[src/rtl/clock_time_core_pkg.sv]
// ============================================================================
// Module   : clock_time_core_pkg
// Brief    : Shared alarm-clock constants, FSM state encoding and the time
//            normalisation helper used by the set, alarm and timekeeping blocks.
// Revision : 1.0 - initial release
// ============================================================================
`default_nettype none

package clock_time_core_pkg;

    typedef logic [11:0] time_t;

    // Time range in seconds: 0..59:59
    localparam time_t TIME_MAX  = 12'd3599;
    localparam time_t TIME_WRAP = 12'd3600;

    // Timekeeping FSM encoding
    localparam logic [1:0] IDLE = 2'd0;
    localparam logic [1:0] RUN  = 2'd1;
    localparam logic [1:0] HOLD = 2'd2;
    localparam logic [1:0] LOAD = 2'd3;

    typedef enum logic [1:0] {
        ST_IDLE = IDLE,
        ST_RUN  = RUN,
        ST_HOLD = HOLD,
        ST_LOAD = LOAD
    } state_t;

    // Digit weights for mm:ss display and editing
    localparam time_t W_MIN_TENS = 12'd600;
    localparam time_t W_MIN_ONES = 12'd60;
    localparam time_t W_SEC_TENS = 12'd10;
    localparam time_t W_SEC_ONES = 12'd1;

    // Fold an edited value that overshot the range back into 0..wrap-1
    function automatic time_t norm_time(input time_t x, input time_t wrap);
        return (x >= wrap) ? time_t'(x - wrap) : x;
    endfunction

endpackage

`default_nettype wire

[src/rtl/clock_time_core_if.sv]
// ============================================================================
// Module   : clock_time_core_if
// Brief    : Bus between the time-set mode (master) and the timekeeping core
//            (slave). Alarm match signals exist only when ALARM_MATCH_EN is
//            defined.
// Revision : 1.0 - initial release
// ============================================================================
`default_nettype none

interface clock_time_core_if;
    import clock_time_core_pkg::*;

    logic  SET_ACTIVE;
    time_t TIME_SET;
    logic  time_flows;
    time_t TIME_CURR;
    logic  TICK_1s;
    logic  ROLLOVER;
    logic  LOADED;
`ifdef ALARM_MATCH_EN
    time_t ALARM_TIME;
    logic  ALARM_ARMED;
    logic  ALARM_HIT;

    modport master (
        output SET_ACTIVE, TIME_SET, time_flows, ALARM_TIME, ALARM_ARMED,
        input  TIME_CURR, TICK_1s, ROLLOVER, LOADED, ALARM_HIT
    );
    modport slave (
        input  SET_ACTIVE, TIME_SET, time_flows, ALARM_TIME, ALARM_ARMED,
        output TIME_CURR, TICK_1s, ROLLOVER, LOADED, ALARM_HIT
    );
`else
    modport master (
        output SET_ACTIVE, TIME_SET, time_flows,
        input  TIME_CURR, TICK_1s, ROLLOVER, LOADED
    );
    modport slave (
        input  SET_ACTIVE, TIME_SET, time_flows,
        output TIME_CURR, TICK_1s, ROLLOVER, LOADED
    );
`endif
endinterface

`default_nettype wire

[src/rtl/clock_time_core_tick_prescaler.sv]
// ============================================================================
// Module   : tick_prescaler
// Brief    : Counts CLOCK_1ms cycles while run is high and flags the last
//            cycle of each TICKS_PER_SEC period. clear has priority over run.
// Revision : 1.0 - initial release
// ============================================================================
`default_nettype none

module tick_prescaler #(
    parameter  int unsigned TICKS_PER_SEC = 1000,
    localparam int unsigned CNT_W = (TICKS_PER_SEC > 1) ? $clog2(TICKS_PER_SEC) : 1
) (
    input  wire logic             CLOCK_1ms,
    input  wire logic             RESET,
    input  wire logic             clear,
    input  wire logic             run,
    output logic      [CNT_W-1:0] cnt,
    output logic                  terminal
);

    localparam logic [CNT_W-1:0] c_last = CNT_W'(TICKS_PER_SEC - 1);

    logic [CNT_W-1:0] r_cnt;

    assign cnt      = r_cnt;
    assign terminal = run && (r_cnt == c_last);

    // Sub-second counter: wraps on terminal, frozen when not running
    always_ff @(posedge CLOCK_1ms or posedge RESET) begin
        if (RESET) begin
            r_cnt <= '0;
        end else if (clear) begin
            r_cnt <= '0;
        end else if (run) begin
            r_cnt <= terminal ? '0 : r_cnt + CNT_W'(1);
        end
    end

endmodule

`default_nettype wire

[src/rtl/clock_time_core.sv]
// ============================================================================
// Module   : clock_time_core
// Brief    : Running mm:ss time base. Counts seconds from CLOCK_1ms, freezes
//            while set mode is active and loads the edited time on exit.
//            Optional ALARM_MATCH_EN adds an alarm comparator on each tick.
// Revision : 1.0 - initial release
// ============================================================================
`default_nettype none

module clock_time_core #(
    parameter int unsigned TICKS_PER_SEC = 1000,
    parameter int unsigned TIME_MAX      = 3599
) (
    input  wire logic         CLOCK_1ms,
    input  wire logic         RESET,
    clock_time_core_if.slave  bus
);
    import clock_time_core_pkg::*;

    localparam time_t       c_time_max  = 12'(TIME_MAX);
    localparam time_t       c_time_wrap = 12'(TIME_MAX + 1);
    localparam int unsigned c_cnt_w     = (TICKS_PER_SEC > 1) ? $clog2(TICKS_PER_SEC) : 1;
    localparam logic [c_cnt_w-1:0] c_last_cnt = c_cnt_w'(TICKS_PER_SEC - 1);

    state_t             r_state;
    logic               r_set_d;
    time_t              r_time;
    logic               r_tick;
    logic               r_rollover;
    logic               r_loaded;
    logic [c_cnt_w-1:0] w_cnt;
    logic               w_terminal;
    logic               w_tick;
    logic               w_set_fall;
    time_t              w_next_time;

    assign w_set_fall  = ~bus.SET_ACTIVE & r_set_d;
    assign w_tick      = w_terminal && (w_cnt == c_last_cnt);
    assign w_next_time = (r_time == c_time_max) ? '0 : r_time + 12'd1;

    tick_prescaler #(
        .TICKS_PER_SEC (TICKS_PER_SEC)
    ) u_prescaler (
        .CLOCK_1ms (CLOCK_1ms),
        .RESET     (RESET),
        .clear     (r_state == ST_LOAD),
        .run       (r_state == ST_RUN),
        .cnt       (w_cnt),
        .terminal  (w_terminal)
    );

    // Delayed copy of SET_ACTIVE for falling-edge detection
    always_ff @(posedge CLOCK_1ms or posedge RESET) begin
        if (RESET) r_set_d <= 1'b0;
        else       r_set_d <= bus.SET_ACTIVE;
    end

    // Timekeeping FSM with registered time value and single-cycle pulses
    always_ff @(posedge CLOCK_1ms or posedge RESET) begin
        if (RESET) begin
            r_state    <= ST_IDLE;
            r_time     <= '0;
            r_tick     <= 1'b0;
            r_rollover <= 1'b0;
            r_loaded   <= 1'b0;
        end else begin
            r_tick     <= 1'b0;
            r_rollover <= 1'b0;
            r_loaded   <= 1'b0;
            case (r_state)
                ST_IDLE: begin
                    if (bus.SET_ACTIVE)      r_state <= ST_HOLD;
                    else if (bus.time_flows) r_state <= ST_RUN;
                end
                ST_RUN: begin
                    // A tick on the same edge as set entry still completes
                    if (w_tick) begin
                        r_time     <= w_next_time;
                        r_tick     <= 1'b1;
                        r_rollover <= (r_time == c_time_max);
                    end
                    if (bus.SET_ACTIVE) r_state <= ST_HOLD;
                end
                ST_HOLD: begin
                    if (w_set_fall) r_state <= ST_LOAD;
                end
                ST_LOAD: begin
                    r_time   <= norm_time(bus.TIME_SET, c_time_wrap);
                    r_loaded <= 1'b1;
                    r_state  <= bus.time_flows ? ST_RUN : ST_IDLE;
                end
                default: r_state <= ST_IDLE;
            endcase
        end
    end

    assign bus.TIME_CURR = r_time;
    assign bus.TICK_1s   = r_tick;
    assign bus.ROLLOVER  = r_rollover;
    assign bus.LOADED    = r_loaded;

`ifdef ALARM_MATCH_EN
    logic r_alarm_hit;

    // Alarm fires only on a counted second, never on a load
    always_ff @(posedge CLOCK_1ms or posedge RESET) begin
        if (RESET) begin
            r_alarm_hit <= 1'b0;
        end else begin
            r_alarm_hit <= (r_state == ST_RUN) && w_tick && bus.ALARM_ARMED &&
                           (w_next_time == bus.ALARM_TIME);
        end
    end

    assign bus.ALARM_HIT = r_alarm_hit;
`endif

endmodule

`default_nettype wire

[src/flat_wrapper.sv]
// flat-port wrapper written by rule: the top's interface ports become plain ports
module clock_time_core_flat import clock_time_core_pkg::*;
#(
    parameter int unsigned TICKS_PER_SEC = 1000,
    parameter int unsigned TIME_MAX      = 3599
)
  (CLOCK_1ms, RESET, bus_SET_ACTIVE, bus_TIME_SET, bus_time_flows, bus_TIME_CURR, bus_TICK_1s, bus_ROLLOVER, bus_LOADED);
  clock_time_core_if bus_i ();
  input  wire logic CLOCK_1ms;
  input  wire logic RESET;
  input wire logic [$bits(bus_i.SET_ACTIVE)-1:0] bus_SET_ACTIVE;
  input wire logic [$bits(bus_i.TIME_SET)-1:0] bus_TIME_SET;
  input wire logic [$bits(bus_i.time_flows)-1:0] bus_time_flows;
  output wire logic [$bits(bus_i.TIME_CURR)-1:0] bus_TIME_CURR;
  output wire logic [$bits(bus_i.TICK_1s)-1:0] bus_TICK_1s;
  output wire logic [$bits(bus_i.ROLLOVER)-1:0] bus_ROLLOVER;
  output wire logic [$bits(bus_i.LOADED)-1:0] bus_LOADED;
  assign bus_i.SET_ACTIVE = bus_SET_ACTIVE;
  assign bus_i.TIME_SET = bus_TIME_SET;
  assign bus_i.time_flows = bus_time_flows;
  assign bus_TIME_CURR = bus_i.TIME_CURR;
  assign bus_TICK_1s = bus_i.TICK_1s;
  assign bus_ROLLOVER = bus_i.ROLLOVER;
  assign bus_LOADED = bus_i.LOADED;
  clock_time_core #(.TICKS_PER_SEC(TICKS_PER_SEC), .TIME_MAX(TIME_MAX)) u_core (.CLOCK_1ms(CLOCK_1ms), .RESET(RESET), .bus(bus_i));
endmodule
[config.mk]
export PLATFORM = sky130hd
export DESIGN_NAME = clock_time_core_flat
export DESIGN_NICKNAME = d
export VERILOG_FILES = /design/src/rtl/clock_time_core_pkg.sv /design/src/rtl/clock_time_core_if.sv /design/src/rtl/clock_time_core_tick_prescaler.sv /design/src/rtl/clock_time_core.sv /design/src/flat_wrapper.sv
export SDC_FILE = /design/constraint.sdc
export NUM_CORES = 1
export LEC_CHECK = 0
export CAP_MARGIN = 20
export CORE_UTILIZATION = 48
export CTS_CLUSTER_DIAMETER = 50
export DETAILED_ROUTE_END_ITERATION = 8
export PLACE_DENSITY = 0.81
export REMOVE_ABC_BUFFERS = 1
export SYNTH_ARGS = -nofsm -noshare
export SYNTH_HDL_FRONTEND = slang
export SYNTH_SLANG_ARGS = --single-unit
export TNS_END_PERCENT = 100
[constraint.sdc]
create_clock -name CLOCK_1ms -period 2 [get_ports CLOCK_1ms]
set_input_delay 0.3 -clock CLOCK_1ms [delete_from_list [all_inputs] [get_ports CLOCK_1ms]]
set_output_delay 0.3 -clock CLOCK_1ms [all_outputs]
set_load 0.05 [all_outputs]
* After elaboration in Yosys (flattened, before gate mapping) *
Cells that the tools add are included.
W data, S select, Z words.

word-level totals
  bits in registers = 28
  latch bits = 0
  memory bits (writable) = 0
  memory bits (read-only) = 0
  bits of input ports = 16
  output and inout port bits = 15
  word-level logic and storage cells = 46
  memories kept = 0

cells by class
  $add $sub $neg = 3
  multipliers = 0
  div/mod/pow operators = 0
  order comparisons = 1
  eq/ne operators = 9
  shifts and indexed selects = 0
  multiplexer cells = 18
  bitwise operators = 2
  reduce and logical (&&, ||, !) cells = 6

operators with widths
  cell                      count
  $mux W12                  3
  $mux W10                  3
  $pmux W12 S2              1
  $add A12 B1 Y12 const B   1
  $eq A12 B12 Y1 const B    1
  $ge A12 B12 Y1 const B    1
  $sub A12 B12 Y12 const B  1
  $add A10 B1 Y10 const B   1
  $eq A10 B10 Y1 const B    1
  $mux W2                   4
  $pmux W2 S4               1
  $mux W1                   6
  $eq A2 B2 Y1 const B      2
  $ne A2 B1 Y1 const B      2
  $ne A3 B3 Y1 const B      1
  $reduce_and A3 Y1         1
  $eq A2 B1 Y1 const B      1
  $logic_and A1 B1 Y1       2
  $logic_not A2 Y1          1
  $ne A2 B2 Y1 const B      1
  $reduce_and A2 Y1         1
  $reduce_bool A2 Y1        1
  $and A1 B1 Y1             1
  $not A1 Y1                1

* Logic depth before layout (Yosys ltp) *
  word-level depth = 5
  depth in mapped cells = 9
  depth with buffers taken out = 7

* Cells and area by module *
A second synthesis with hierarchy kept.

second synthesis, totals
  cells, all modules = 211
  area, all modules = 1875.5 um^2

by module, submodules not included
  module           instances  cells each  area an instance (um^2)  sequential area each (um^2)
  clock_time_core  1          155         1327.5                   450.4
  tick_prescaler   1          56          548.0                    250.2

* Worst setup path before layout *
No wires, ideal clock.

  path kind = register to register
  start = register u_core.r_time[0] (netlist: u_core.bus.TIME_CURR[0])
  end = register u_core.r_time[6] (netlist: u_core.bus.TIME_CURR[6])
  library setup time = 87 ps
  arrival time = 1967 ps
  data required time = 1913 ps
  path slack = -54 ps
  cell stages (with the launch flop) = 7
  path buffers = 0
  clock period less this slack = 2054 ps
  cell sequence = dfrtp_1 ha_1 and3_1 a41oi_2 nand2b_4 or3_1 o211ai_1

on the way
  cells in the longest elaborated chain, start to end = 4
  elaborated cells on any way between the ends = 5
  those cells by class = 1 x add/sub; 1 x eq/ne; 3 x mux

RTL lines
  what                                                      line                   source
  start, declared                                           clock_time_core.sv:27  time_t r_time;
  start signal, assigned                                    clock_time_core.sv:78  r_time <= w_next_time;
  start signal, assigned                                    clock_time_core.sv:88  r_time <= norm_time(bus.TIME_SET, c_time_wrap);
  $add A12 B1 Y12 / $eq A12 B12 Y1 (equally long branches)  clock_time_core.sv:39  assign w_next_time = (r_time == c_time_max) ? '0 : r_time + 12'd1;
  $mux W12 *                                                clock_time_core.sv:39
  $mux W12 *                                                clock_time_core.sv:77  if (w_tick) begin
  $pmux W12 S2 *                                            clock_time_core.sv:70  case (r_state)

Mark *: on every way between the ends. The rest lies on a longest branch, timed or not. The select of a mux whose other input is x is not followed.
A chain may end at the register's enable or synchronous reset.

* Worst setup path after layout *
  start = input port bus_TIME_SET[5]
  end = register u_core.r_time[11] (netlist: u_core.bus.TIME_CURR[11])

on the way
  cells in the longest elaborated chain, start to end = 3
  elaborated cells on any way between the ends = 4
  those cells by class = 1 x add/sub; 1 x order compare; 2 x mux

RTL lines
  what                                                       line                       source
  start, declared                                            flat_wrapper.sv:12         input wire logic [$bits(bus_i.TIME_SET)-1:0] bus_TIME_SET;
  $sub A12 B12 Y12 / $ge A12 B12 Y1 (equally long branches)  clock_time_core_pkg.sv:38  return (x >= wrap) ? time_t'(x - wrap) : x;
  $mux W12 *                                                 clock_time_core_pkg.sv:38
  $pmux W12 S2 *                                             clock_time_core.sv:70

Mark *: on every way between the ends. The rest lies on a longest branch, timed or not.

==> run summary <==
Final WL -> 4.37 mm
Post-Syn Area per Cell -> 9.12 sq um
TritonRoute pass-1 iters -> 4
Vias per std cell -> 5.80
Initial DRC Count -> 121
Status -> complete, no violations
Setup Viol. Count Final -> 0
Count of cell types in the netlist -> 52
Final nets -> 279
PortBufs -> 30
Via count -> 1746
N_diodes -> 0
CTS tree -> done
Final GP Congestion -> 0.901
CP max FO -> 6
Die area -> 4070 sq um
Ys async rst share -> 100%
Total gr overflow -> 0
Site row count -> 22
Crit-path max cell delay -> 0.48 ns
Peak supply drop -> 0.000817 V
Ports -> 31
Sequential area share after synthesis -> 38.2%
Final Cell Area -> 2430 sq um
Critical Path RT -> 2.17 ns
CTS root buffer -> clkbuf_8
Cells after Synth -> 201
Initial core utilization -> 50.1%
Flops & latches, synth -> 28
Buf/Inv on CP -> 2
Drt drc -> 0
Chip height -> 63.8 microns
Multi-input logic area -> 1100 sq um
CTS H-tree lvls -> 1
Die Span X -> 63.8 microns
Wire per inst -> 14.5 microns
Skew final -> 0.00649 ns
Most frequent cells in the layout -> clkdlybuf4s50_1, dfrtp_1, buf_4
Antenna-violating nets left -> 0
Max_cap viols -> 0
CP delay by family, top -> simple AND/OR/NAND/NOR gates
Slew margin rel. -> 64.1%
Cell leakage power -> 1.04 nW
Clk slew on worst S/H paths -> 0.10 ns
First-pass GRT wire length -> 7.41 mm
CTS Buf Count -> 3
Fill count -> 294
Clk buf depth -> 2
Total track usage -> 23.4%
CTS Sinks -> 28
Final core occ -> 66.4%
Layout cells sized above 1 -> 19.4%
Worst Path Arrival -> 2.11 ns
Minimum clock period -> 1.95 ns
Final Power -> 3.28 mW
Slew Viols, Final -> 0
Most common cell after layout, fill and taps aside -> clkdlybuf4s50_1
Placed Area -> 2320 sq um
Synthesized cell area -> 1830 sq um
Final Cycle Share -> 97.3%
CP max-delay cell -> or4b_4
Type of origin of the critical path -> input port
FF+latch area -> 701 sq um
Initial antenna violation count -> 0
CP cell instances -> clkdlybuf4s50_1, inv_2, ha_2, or4b_4, a31oi_4, o31a_1, nand3_1, o311ai_0
Core Footprint -> 3660 sq um
Hold Path Class -> in2async
Main flop type after synthesis -> dfrtp_1
Worst setup EP type -> flip-flop
Synth Warn # -> 0
Power Density -> 1350 nW/um^2
Post-synth EDFFs -> 0
Final setup TNS -> 0 ns
Final hold vios -> 0
Clock Latency Late Sink -> 0.28 ns
Number of global-route vias before repair -> 1609
Critical path start-end classification -> in2reg
Layout area overhead -> 32.7%
Post-DP HPWL -> 3.19 mm
Least-Margin Pin Slew -> 0.534 ns
Max Clock Freq -> 514 MHz
Pin count of the biggest net entering global routing -> 29
Unrepaired setup endpoints after global routing -> true
-- Yosys cell counts, types with 5 or more instances --
| library cell | count | area, sq um |
|---|---|---|
| a21oi_1 | 14 | 70.1 |
| dfrtp_1 | 28 | 701 |
| ha_1 | 9 | 113 |
| inv_1 | 10 | 37.5 |
| nand2_1 | 16 | 60.1 |
| nand3_1 | 9 | 45.0 |
| nand4_1 | 5 | 31.3 |
| nor2_1 | 18 | 67.6 |
| o21ai_0 | 16 | 80.1 |
| or3_1 | 6 | 37.5 |
| xor2_1 | 6 | 52.6 |
-- final cells by class --
class | count | share of cell area [%]
Inverter | 10 | 1.54
Sequential cell | 28 | 28.8
Clock buffer | 4 | 2.26
Multi-Input combinational cell | 157 | 45.2
Timing Repair Buffer | 54 | 19.8
Tap cell | 48 | 2.47
-- through the flow --
stage / cells / hold WS (ns) / setup WS, ns
4_1_cts: 299 / 0.395 / 0.0286
6_report: 301 / 0.374 / 0.0541
3_5_place_dp: 295 / 0.549 / -0.238
2_1_floorplan: 195 / 0.331 / -0.174
3_3_place_gp: 295 / 0.534 / -0.207
5_1_grt: 301 / 0.411 / -0.00834
-- worst register-to-register path, stage by stage (launching register included) --
cell     delay [ns]
dfrtp_1        0.40
ha_1           0.24
and3_1         0.27
a41o_2         0.38
nor4_1         0.31
a21oi_1        0.08
o21ai_1        0.17
-- flip-flops by register name, indices dropped and copies added (netlist names) --
register and flops:
u_core.bus.LOADED 1, u_core.r_set_d 1, u_core.bus.ROLLOVER 1, u_core.u_prescaler.cnt 10, u_core.r_state 2, u_core.bus.TICK_1s 1
u_core.bus.TIME_CURR 12
-- what timing repair did --
item / in CTS / in global routing
pin swaps: 0 / 1
hold buffers: 0 / 0
buffers inserted: 0 / 2
setup endpoints to repair: 1 / 16
hold endpoints to repair: 0 / 0
resized for setup: 1 / 13
-- routing by layer --
layer  global-route usage (%)  part of all wire [%]
met5                        0                     0
met4                     11.1                   2.1
met3                     3.39                   7.3
met2                     35.1                    47
met1                     33.1                    44
-- cells by family (layout without fill, tap and decap cells) --
| group | after synthesis | count (layout) | share of synthesized area (%) |
|---|---|---|---|
| and+or+nand+nor | 84 | 84 | 26.7 |
| AOI/OAI and AO/OA | 54 | 54 | 20.1 |
| DFF | 28 | 28 | 38.2 |
| buffers and inverters | 16 | 68 | 3.89 |
| adders and majority gates | 9 | 9 | 6.14 |
| xor gates and xnor gates | 8 | 8 | 3.82 |
| muxes | 2 | 2 | 1.16 |
-- path summary, 6_finish.rpt --
check,from,to,slack (ns),cells past startpoint
min,RESET,u_core.bus.TIME_CURR[6]$_DFFE_PP0P_,0.37,3
max in group asynchronous,RESET,u_core.u_prescaler.cnt[6]$_DFFE_PP0P_,1.35,3
min reg2reg,u_core.u_prescaler.cnt[8]$_DFFE_PP0P_,u_core.u_prescaler.cnt[8]$_DFFE_PP0P_,0.58,2
max reg2reg,u_core.bus.TIME_CURR[0]$_DFFE_PP0P_,u_core.bus.TIME_CURR[8]$_DFFE_PP0P_,0.08,6
min in group CLOCK_1ms,bus_SET_ACTIVE,u_core.r_set_d$_DFF_PP0_,0.56,1
max,bus_TIME_SET[5],u_core.bus.TIME_CURR[11]$_DFFE_PP0P_,0.05,8
-- power breakdown --
| group | internal, mW | switching, mW | total (mW) |
|---|---|---|---|
| registers | 0.747 | 0.219 | 0.966 |
| clock network | 0.177 | 0.184 | 0.361 |
| logic | 0.762 | 1.19 | 1.96 |
Power figures use the tool's default switching activity.
==> RTL change (config.mk and constraints unchanged) <==
`TICKS_PER_SEC` is set to 1000 in 3 places; all go to 2000.
--- a/src/rtl/clock_time_core_tick_prescaler.sv
+++ b/src/rtl/clock_time_core_tick_prescaler.sv
@@ -8,5 +8,5 @@
 
 module tick_prescaler #(
-    parameter  int unsigned TICKS_PER_SEC = 1000,
+    parameter  int unsigned TICKS_PER_SEC = 2000,
     localparam int unsigned CNT_W = (TICKS_PER_SEC > 1) ? $clog2(TICKS_PER_SEC) : 1
 ) (
--- a/src/rtl/clock_time_core.sv
+++ b/src/rtl/clock_time_core.sv
@@ -9,5 +9,5 @@
 
 module clock_time_core #(
-    parameter int unsigned TICKS_PER_SEC = 1000,
+    parameter int unsigned TICKS_PER_SEC = 2000,
     parameter int unsigned TIME_MAX      = 3599
 ) (
--- a/src/flat_wrapper.sv
+++ b/src/flat_wrapper.sv
@@ -2,5 +2,5 @@
 module clock_time_core_flat import clock_time_core_pkg::*;
 #(
-    parameter int unsigned TICKS_PER_SEC = 1000,
+    parameter int unsigned TICKS_PER_SEC = 2000,
     parameter int unsigned TIME_MAX      = 3599
 )
Check against the original RTL: no difference found for any inputs over 10 cycles, from zero or initial values and one cycle with RESET high; that may be too few to reach the edited logic, so the function may still have changed.
==> RTL change against the original RTL <==
- sequential cell count increased by 1
- sequential share of layout area grew 0.53 points
- sequential power is 0.4% lower
- worst setup slack lost 0.010 ns
- cell area increased by 1.7%
- synthesized area is 0.14% lower
- routed wire length grew 4.9%
- total power rose by 6.8%
- fmax shrank 0.51%
- via count increased by 2.1%
- critical path type is now flop to flop
- largest cell class unchanged
- highest routed layer unchanged
==> RTL change: results <==
metrics = {
    "floorplanning": {
        "core_area_mm2": 0.00366,
    },
    "cells_and_area": {
        "buffers": 57,
        "seq_share_pct": 29.3,
        "buffer_area_share_pct": 20.2,
        "drive_gt1_share_pct": 17.2,
        "multi_input_area_share_pct": 43.1,
        "finish.net_count": 287,
        "nClkBuffers": 7,
        "num-nonclk-inverters": 9,
        "multi_input_gates": 160,
        "clock_cell_area_share_pct": 3.49,
    },
    "clock_network": {
        "cts_resized": 3,
        "htreeDepth": 2,
        "clk_pin_slew_ns": 0.06,
        "cts_num_sinks": 29,
        "cts_setup_buffers": 1,
        "numCtsBuffers": 5,
    },
    "logic_synthesis": {
        "ys_types": 47,
        "yosys-top-cells-area": "dfrtp_1 40%, ha_1 6.2%, o21ai_0 4.9%",
        "synthCells": 204,
        "synthTopCellsByCount": "29 x dfrtp_1, 23 x nor2_1, 18 x o21ai_0",
        "synth_compound_area_share_pct": 19.4,
        "synth_xor_area_share_pct": 3.83,
    },
    "power": {
        "cellLeakagePower_nw": 1.05,
        "peakVddDrop_v": 0.000816,
        "swShare_pct": 46.4,
        "seq_cell_power_uw": 962,
        "finalPower_mw": 3.51,
    },
    "routing": {
        "drt_iter0_drc": 109,
        "met2_wirelength_um": 2150,
        "wl_met3_um": 270,
        "routedWlPerCell_um": 14.8,
    },
    "timing": {
        "relSlewSlack_pct": 66.2,
        "skew_ns": 0.00493,
    },
    "placed_design": {
        "placed_cells": 300,
        "place_area_mm2": 0.00235,
        "gp_congestion": 0.896,
        "hpwl_um": 3440,
    },
    "run_status": {
        "outcome": "finished, final reports clean",
    },
    "worst_setup_path": {
        "cpPeakStageDelay_ns": 0.35,
        "path_max_fanout": 5,
        "path_delay_family": "compound AO/OA/AOI/OAI gates",
        "slowest_stage": "dfrtp_1",
    },
    "global_routing": {
        "grt_use_total_pct": 25.5,
        "grt_use_met3_pct": 6.07,
        "first_global_vias": 1683,
        "grtUsageMet1_pct": 33.8,
        "grt_first_pass_wirelength_um": 7940,
    },
}
==> RTL change: final timing paths <==
| path | to | startpoint | slack (ns) | depth (start not counted) |
|---|---|---|---|---|
| max | u_core.bus.TIME_CURR[8]$_DFFE_PP0P_ | u_core.u_prescaler.cnt[0]$_DFFE_PP0P_ | 0.04 | 6 |
| min | u_core.bus.TIME_CURR[8]$_DFFE_PP0P_ | RESET | 0.40 | 3 |
| max reg2reg | u_core.bus.TIME_CURR[8]$_DFFE_PP0P_ | u_core.u_prescaler.cnt[0]$_DFFE_PP0P_ | 0.04 | 6 |
| min reg2reg | u_core.r_state[0]$_DFFE_PP0P_ | u_core.r_state[0]$_DFFE_PP0P_ | 0.55 | 1 |
| max in group asynchronous | u_core.bus.LOADED$_DFF_PP0_ | RESET | 1.32 | 3 |
| min in group CLOCK_1ms | u_core.r_state[0]$_DFFE_PP0P_ | u_core.r_state[0]$_DFFE_PP0P_ | 0.55 | 1 |
